<file path="src/rtl/ultra_pkg.sv">
// Shared types and elaboration-time helpers for the multi-channel ultrasonic ranging controller.
package ultra_pkg;

  typedef enum logic [2:0] {
    StIdle,
    StTrig,
    StWaitRise,
    StMeasure,
    StPost,
    StHoldoff
  } state_e;

  function automatic int unsigned tick_div(input int unsigned clk_hz);
    return clk_hz / 1_000_000;
  endfunction

  // One counter serves trigger, timeout and holdoff phases, so size it for the longest.
  function automatic int unsigned us_cnt_width(input int unsigned timeout_us,
                                               input int unsigned holdoff_us);
    int unsigned longest;
    longest = (timeout_us > holdoff_us) ? timeout_us : holdoff_us;
    return $clog2(longest + 1);
  endfunction

endpackage

</file>
<file path="src/rtl/ultra_array_if.sv">
// Result stream of the ranging controller: one measurement per valid/ready transfer.
interface ultra_array_if #(
  parameter int unsigned NUM_CH = 4,
  parameter int unsigned W      = 16
);
  localparam int unsigned CH_W = (NUM_CH > 1) ? $clog2(NUM_CH) : 1;

  logic            res_valid;
  logic            res_ready;
  logic [CH_W-1:0] res_ch;
  logic [W-1:0]    res_us;
  logic            res_timeout;

  modport master (
    output res_valid,
    output res_ch,
    output res_us,
    output res_timeout,
    input  res_ready
  );

  modport slave (
    input  res_valid,
    input  res_ch,
    input  res_us,
    input  res_timeout,
    output res_ready
  );

endinterface

</file>
<file path="src/rtl/us_tick_gen.sv">
// Free-running prescaler producing a single-cycle pulse once per microsecond.
module us_tick_gen
  import ultra_pkg::*;
#(
  parameter int unsigned CLK_HZ = 12_000_000
) (
  input  logic sys_clk,
  input  logic sys_rst,
  output logic tick
);

  localparam int unsigned TICK_DIV = tick_div(CLK_HZ);
  localparam int unsigned DIV_W    = $clog2(TICK_DIV);
  localparam logic [DIV_W-1:0] DIV_LAST = DIV_W'(TICK_DIV - 1);

  logic [DIV_W-1:0] div_q;

  always_ff @(posedge sys_clk) begin
    if (sys_rst) begin
      div_q <= '0;
    end else if (tick) begin
      div_q <= '0;
    end else begin
      div_q <= div_q + 1'b1;
    end
  end

  assign tick = (div_q == DIV_LAST);

endmodule

</file>
<file path="src/rtl/ultra_array.sv">
// Round-robin HC-SR04 style ranging controller: triggers each channel in turn, times the echo
// in microseconds and posts one result per measurement on a single-entry valid/ready slot.
module ultra_array
  import ultra_pkg::*;
#(
  parameter int unsigned CLK_HZ     = 12_000_000,
  parameter int unsigned NUM_CH     = 4,
  parameter int unsigned W          = 16,
  parameter int unsigned TRIG_US    = 10,
  parameter int unsigned TIMEOUT_US = 30000,
  parameter int unsigned HOLDOFF_US = 10000
) (
  input  logic              sys_clk,
  input  logic              sys_rst,
  input  logic              enable,
  input  logic [W-1:0]      near_thresh_us,
  output logic [NUM_CH-1:0] trig,
  input  logic [NUM_CH-1:0] echo,
  output logic [NUM_CH-1:0] near,
  ultra_array_if.master     res
);

  localparam int unsigned CH_W  = (NUM_CH > 1) ? $clog2(NUM_CH) : 1;
  localparam int unsigned CNT_W = us_cnt_width(TIMEOUT_US, HOLDOFF_US);

  localparam logic [CNT_W-1:0] TRIG_LAST = CNT_W'(TRIG_US - 1);
  localparam logic [CNT_W-1:0] TMO_LAST  = CNT_W'(TIMEOUT_US - 1);
  localparam logic [CNT_W-1:0] HOLD_LAST = CNT_W'(HOLDOFF_US - 1);
  localparam logic [CH_W-1:0]  CH_LAST   = CH_W'(NUM_CH - 1);
  localparam logic [W-1:0]     W_MAX     = '1;

  state_e            state_q, state_d;
  logic [CH_W-1:0]   ch_q, ch_d;
  logic [CNT_W-1:0]  cnt_q, cnt_d;
  logic [W-1:0]      width_q, width_d;
  logic              tmo_q, tmo_d;

  logic [NUM_CH-1:0] echo_s1_q, echo_s2_q, echo_d_q;
  logic [NUM_CH-1:0] trig_q, trig_d;
  logic [NUM_CH-1:0] near_q;
  logic              res_valid_q, res_timeout_q;
  logic [CH_W-1:0]   res_ch_q;
  logic [W-1:0]      res_us_q;

  logic tick;
  logic echo_rise, echo_fall;
  logic slot_free, load;

  us_tick_gen #(
    .CLK_HZ (CLK_HZ)
  ) u_tick (
    .sys_clk (sys_clk),
    .sys_rst (sys_rst),
    .tick    (tick)
  );

  // Only the selected channel's edges matter; other echoes are ignored.
  assign echo_rise = echo_s2_q[ch_q] & ~echo_d_q[ch_q];
  assign echo_fall = ~echo_s2_q[ch_q] & echo_d_q[ch_q];

  // A slot being drained this cycle counts as free, so back-to-back results need no bubble.
  assign slot_free = ~res_valid_q | res.res_ready;

  always_ff @(posedge sys_clk) begin
    if (sys_rst) begin
      state_q   <= StIdle;
      ch_q      <= '0;
      cnt_q     <= '0;
      width_q   <= '0;
      tmo_q     <= 1'b0;
      echo_s1_q <= '0;
      echo_s2_q <= '0;
      echo_d_q  <= '0;
      trig_q    <= '0;
    end else begin
      state_q   <= state_d;
      ch_q      <= ch_d;
      cnt_q     <= cnt_d;
      width_q   <= width_d;
      tmo_q     <= tmo_d;
      echo_s1_q <= echo;
      echo_s2_q <= echo_s1_q;
      echo_d_q  <= echo_s2_q;
      trig_q    <= trig_d;
    end
  end

  always_comb begin
    state_d = state_q;
    ch_d    = ch_q;
    cnt_d   = cnt_q;
    width_d = width_q;
    tmo_d   = tmo_q;
    unique case (state_q)
      StIdle: begin
        if (enable) begin
          state_d = StTrig;
          cnt_d   = '0;
        end
      end
      StTrig: begin
        if (tick) begin
          if (cnt_q == TRIG_LAST) begin
            state_d = StWaitRise;
            cnt_d   = '0;
          end else begin
            cnt_d = cnt_q + 1'b1;
          end
        end
      end
      StWaitRise: begin
        if (echo_rise) begin
          state_d = StMeasure;
          width_d = '0;
        end else if (tick) begin
          if (cnt_q == TMO_LAST) begin
            state_d = StPost;
            tmo_d   = 1'b1;
            width_d = '0;
          end else begin
            cnt_d = cnt_q + 1'b1;
          end
        end
      end
      StMeasure: begin
        if (echo_fall) begin
          state_d = StPost;
          tmo_d   = 1'b0;
        end else if (tick) begin
          if (width_q != W_MAX) begin
            width_d = width_q + 1'b1;
          end
          // Timeout budget runs from trigger fall, so cnt keeps counting from WAIT_RISE.
          if (cnt_q == TMO_LAST) begin
            state_d = StPost;
            tmo_d   = 1'b1;
          end else begin
            cnt_d = cnt_q + 1'b1;
          end
        end
      end
      StPost: begin
        if (slot_free) begin
          state_d = StHoldoff;
          cnt_d   = '0;
        end
      end
      StHoldoff: begin
        if (tick) begin
          if (cnt_q == HOLD_LAST) begin
            state_d = StIdle;
            ch_d    = (ch_q == CH_LAST) ? '0 : ch_q + 1'b1;
          end else begin
            cnt_d = cnt_q + 1'b1;
          end
        end
      end
      default: state_d = StIdle;
    endcase
  end

  always_comb begin
    trig_d = '0;
    if (state_q == StTrig) begin
      trig_d[ch_q] = 1'b1;
    end
    load = (state_q == StPost) && slot_free;
  end

  always_ff @(posedge sys_clk) begin
    if (sys_rst) begin
      res_valid_q   <= 1'b0;
      res_ch_q      <= '0;
      res_us_q      <= '0;
      res_timeout_q <= 1'b0;
      near_q        <= '0;
    end else begin
      if (load) begin
        res_valid_q   <= 1'b1;
        res_ch_q      <= ch_q;
        res_us_q      <= width_q;
        res_timeout_q <= tmo_q;
        if (!tmo_q) begin
          near_q[ch_q] <= (width_q < near_thresh_us);
        end
      end else if (res.res_ready) begin
        res_valid_q <= 1'b0;
      end
    end
  end

  assign trig            = trig_q;
  assign near            = near_q;
  assign res.res_valid   = res_valid_q;
  assign res.res_ch      = res_ch_q;
  assign res.res_us      = res_us_q;
  assign res.res_timeout = res_timeout_q;

endmodule

</file>
<file path="src/flat_wrapper.sv">
// flat-port wrapper written by rule: the top's interface ports become plain ports
module ultra_array_flat import ultra_pkg::*;
#(
  parameter int unsigned CLK_HZ     = 12_000_000,
  parameter int unsigned NUM_CH     = 4,
  parameter int unsigned W          = 16,
  parameter int unsigned TRIG_US    = 10,
  parameter int unsigned TIMEOUT_US = 30000,
  parameter int unsigned HOLDOFF_US = 10000
)
  (sys_clk, sys_rst, enable, near_thresh_us, trig, echo, near, res_res_valid, res_res_ch, res_res_us, res_res_timeout, res_res_ready);
  ultra_array_if #(.NUM_CH(NUM_CH), .W(W)) res_i ();
  input  logic sys_clk;
  input  logic sys_rst;
  input  logic enable;
  input  logic [W-1:0] near_thresh_us;
  output logic [NUM_CH-1:0] trig;
  input  logic [NUM_CH-1:0] echo;
  output logic [NUM_CH-1:0] near;
  output wire logic [$bits(res_i.res_valid)-1:0] res_res_valid;
  output wire logic [$bits(res_i.res_ch)-1:0] res_res_ch;
  output wire logic [$bits(res_i.res_us)-1:0] res_res_us;
  output wire logic [$bits(res_i.res_timeout)-1:0] res_res_timeout;
  input wire logic [$bits(res_i.res_ready)-1:0] res_res_ready;
  assign res_res_valid = res_i.res_valid;
  assign res_res_ch = res_i.res_ch;
  assign res_res_us = res_i.res_us;
  assign res_res_timeout = res_i.res_timeout;
  assign res_i.res_ready = res_res_ready;
  ultra_array #(.CLK_HZ(CLK_HZ), .NUM_CH(NUM_CH), .W(W), .TRIG_US(TRIG_US), .TIMEOUT_US(TIMEOUT_US), .HOLDOFF_US(HOLDOFF_US)) u_core (.sys_clk(sys_clk), .sys_rst(sys_rst), .enable(enable), .near_thresh_us(near_thresh_us), .trig(trig), .echo(echo), .near(near), .res(res_i));
endmodule
</file>
<file path="config.mk">
export PLATFORM = sky130hd
export DESIGN_NAME = ultra_array_flat
export DESIGN_NICKNAME = d
export VERILOG_FILES = /design/src/rtl/ultra_pkg.sv /design/src/rtl/ultra_array_if.sv /design/src/rtl/us_tick_gen.sv /design/src/rtl/ultra_array.sv /design/src/flat_wrapper.sv
export SDC_FILE = /design/constraint.sdc
export NUM_CORES = 1
export LEC_CHECK = 0
export ABC_CLOCK_PERIOD_IN_PS = 4420
export BUFFER_PORTS_ARGS = -buffer_cell sky130_fd_sc_hd__buf_2
export CAP_MARGIN = 40
export CORE_UTILIZATION = 50
export DETAILED_ROUTE_END_ITERATION = 8
export PLACE_DENSITY = 0.74
export SYNTH_ARGS = -nofsm -noshare
export SYNTH_HDL_FRONTEND = slang
export SYNTH_HIERARCHICAL = 1
export SYNTH_SLANG_ARGS = --single-unit
</file>
<file path="constraint.sdc">
create_clock -name sys_clk -period 4.42 [get_ports sys_clk]
set_input_delay 0.884 -clock sys_clk [delete_from_list [all_inputs] [get_ports sys_clk]]
set_output_delay 0.884 -clock sys_clk [all_outputs]
set_load 0.05 [all_outputs]
</file>
==> impl_metrics.tcl <==
set metrics [dict create \
    status "completed" \
    setup_violations 0 \
    start_util_pct 51.5 \
    die_y_um 91.2 \
    hold_class "reg2reg" \
    drtIter0Drc 134 \
    powerDensity_mw_per_mm2 335 \
    numCtsBuffers 9 \
    cpPeakStageDelay_ns 0.43 \
    root_buffer "clkbuf_8" \
    tightest_slew_ns 0.676 \
    dieArea_mm2 0.00832 \
    clk_latency_ns 0.35 \
    area_delta_synth_final_pct 14.4 \
    ys_warn_count 6 \
    cp_cell_sequence "ha_1 -> nor2b_1 -> and2_4 -> nand2_1 -> o31ai_1 -> o21ai_0 -> a2bb2oi_1 -> buf_4 -> o31ai_2 -> buf_4 -> nor2_1" \
    setup.worst_path.end_class "register" \
    ys_top_cells_by_area "dfxtp_1, ha_1, nor2_1, mux2i_1, nor2b_1" \
    grt_start_max_net_pins 34 \
    syn_area_mm2 0.00398 \
    wl_mm 8.50 \
    htreeDepth 3 \
    wl_per_cell_um 14.0 \
    drt_pass1_iterations 4 \
    irDropWorstVdd_v 0.000206 \
    grt_antenna_before_repair 0 \
    cts.path.max_buffers 2 \
    critPathMostFrequentCell "buf_4" \
    synth_edf_count 0 \
    fin_area_mm2 0.00455 \
    core_area_mm2 0.00773 \
    syn_inst 453 \
    post_synth_num_cell_types 55 \
    gr-total-overflow 0 \
    ys_seq_elements 81 \
    yosysSeqAreaShare_pct 40.8 \
    io_buffers 51 \
    path_class "reg2reg" \
    post-synth-top-area-cell "dfxtp_1" \
    maxCapViolations 0 \
    grt_use_total_pct 22.1 \
    holdWs_ns 0.444 \
    final_hold_viol_count 0 \
    die_w_um 91.2 \
    place_congestion 0.862 \
    clock_sinks 81 \
    drc 0 \
    crit_required_ns 4.67 \
    cts_resized 0 \
    critical_path_arrival_ns 2.85 \
    p_leak_nw 1.98 \
    cts_hold_buf 0 \
    total_power_w 0.00153 \
    clkTransAtPathRegs_ns 0.08 \
    tns_ns 0 \
    final_layout_size_suffix_gt1_share_pct 17.0 \
    synth.avg_cell_area_um2 8.78 \
    fin_crit_ns 2.60 \
    synth_commonest_cells "dfxtp_1, nor2_1, a21oi_1" \
    cpMaxStageDelayCell "o31ai_2" \
    drt-vias-per-instance 5.54 \
    num_rows 32 \
    synth.net_count 500 \
    grt_pass1_wl_mm 14.6 \
    place_area_mm2 0.00430 \
    nets 547 \
    cts_tree "done" \
    clock_skew_ns 0.00888 \
    max_slew_margin_pct 54.9 \
    synth_flop_cell "dfxtp_1" \
    cp_max_fo 21 \
    fin_crit_sh_pct 58.8 \
    grt_pass1_vias 3234 \
    synth_top_area_share_pct 40.8 \
    rsz0062_at_grt "false" \
    num_vias 3365 \
    synth_most_common_cell "dfxtp_1" \
    slew_violations 0 \
    crit_path_start_kind "register" \
    dp_hpwl_mm 6.08 \
    antenna_cells 0 \
    synthArstFlopShare_pct 0 \
    detail-route-antenna-nets 0 \
    num_io_pins 52 \
    post_cts_buffers 0 \
    clock.fmax_mhz 385 \
]
-- logic make-up (layout without fill, tap and decap cells) --
family | Yosys count | count (layout) | synth area share (%)
DFF | 81 | 81 | 40.8
muxes | 20 | 20 | 5.79
xor gates and xnor gates | 10 | 10 | 2.20
adders and majority gates | 23 | 23 | 7.23
AOI/OAI and AO/OA | 79 | 79 | 13.3
and+or+nand+nor | 192 | 192 | 25.7
buffers and inverters | 48 | 100 | 5.03
-- per-layer routing --
layer / global-route usage, % / vias to the layer above / share of wire (%)
li1: - / 1687 / -
met1: 26.9 / 1582 / 45
met2: 37.3 / 83 / 48
met3: 3.77 / 13 / 5.1
met4: 11.2 / 0 / 1.9
met5: 0 / - / 0
-- critical path, delay by kind of cell, from the launching register on --
kind,cells,cell delay (ns)
DFF,1,0.36
buffers and inverters,2,0.47
adders and majority gates,1,0.18
AOI/OAI and AO/OA,4,0.88
and+or+nand+nor,4,0.60
-- power breakdown --
| group | leakage (nW) | internal [W] | switching, W |
|---|---|---|---|
| Clock | 0.123 | 0.000392 | 0.000272 |
| Combinational | 1.20 | 0.0000417 | 0.0000648 |
| Sequential | 0.655 | 0.000742 | 0.0000138 |
| Total | 1.98 | 0.00118 | 0.000351 |
-- placed cells by master, fill, tap and decap left out, types with 5 or more instances in the layout --
cell type / synthesis / layout
nand3_1: 18 / 18
nand2b_1: 5 / 5
and3_1: 6 / 6
ha_1: 23 / 23
xnor2_1: 9 / 9
nand4_1: 10 / 10
dfxtp_1: 81 / 81
buf_2: 6 / 51
nor2_1: 60 / 60
clkbuf_8: 0 / 10
or3_1: 7 / 7
nor2b_1: 23 / 23
inv_1: 27 / 27
a21oi_1: 28 / 28
a311oi_1: 10 / 10
o21ai_0: 15 / 15
nand2_1: 27 / 27
nor3_1: 9 / 9
mux2i_1: 17 / 17
a21o_1: 6 / 6
-- registers in the layout, summed over array words and instances, names as in the netlist, 2 cells and up --
signal / flops
u_core/echo_d_q: 4
u_core/echo_s1_q: 4
u_core/trig: 4
u_core/echo_s2_q: 4
u_core/ch_q: 2
u_core/res.res_ch: 2
u_core/cnt_q: 15
u_core/width_q: 16
u_core/res.res_us: 16
u_core/u_tick/div_q: 4
u_core/near: 4
u_core/state_q: 3
-- worst paths after layout --
kind | startpoint | to | slack (ns) | cells after the start
max reg2reg | u_core/u_tick/div_q[0]$_SDFF_PP0_ | u_core/cnt_q[2]$_SDFFE_PP0P_ | 1.82 | 11
min reg2reg | u_core/echo_s1_q[1]$_SDFF_PP0_ | u_core/echo_s2_q[1]$_SDFF_PP0_ | 0.44 | 1
max | u_core/u_tick/div_q[0]$_SDFF_PP0_ | u_core/cnt_q[2]$_SDFFE_PP0P_ | 1.82 | 11
min | u_core/echo_s1_q[1]$_SDFF_PP0_ | u_core/echo_s2_q[1]$_SDFF_PP0_ | 0.44 | 1
-- metrics by stage --
stage | setup WS [ns] | utilization [%] | instances
global route | 1.57 | 58.9 | 607
detailed placement | 1.57 | 55.7 | 591
floorplan | 2.10 | - | 453
global placement | 1.50 | 55.6 | 590
CTS | 1.84 | 58.9 | 607
finish | 1.82 | 58.9 | 607
-- cell type report --
cell class | instances | area [um^2]
Clock buffer | 10 | 138
Clock inverter | 6 | 115
Fill cell | 693 | 3170
Inverter | 29 | 109
Multi-Input combinational cell | 324 | 2160
Sequential cell | 81 | 1620
Tap cell | 102 | 128
Timing Repair Buffer | 55 | 285
Note: power is estimated with default switching activity, not from simulation.
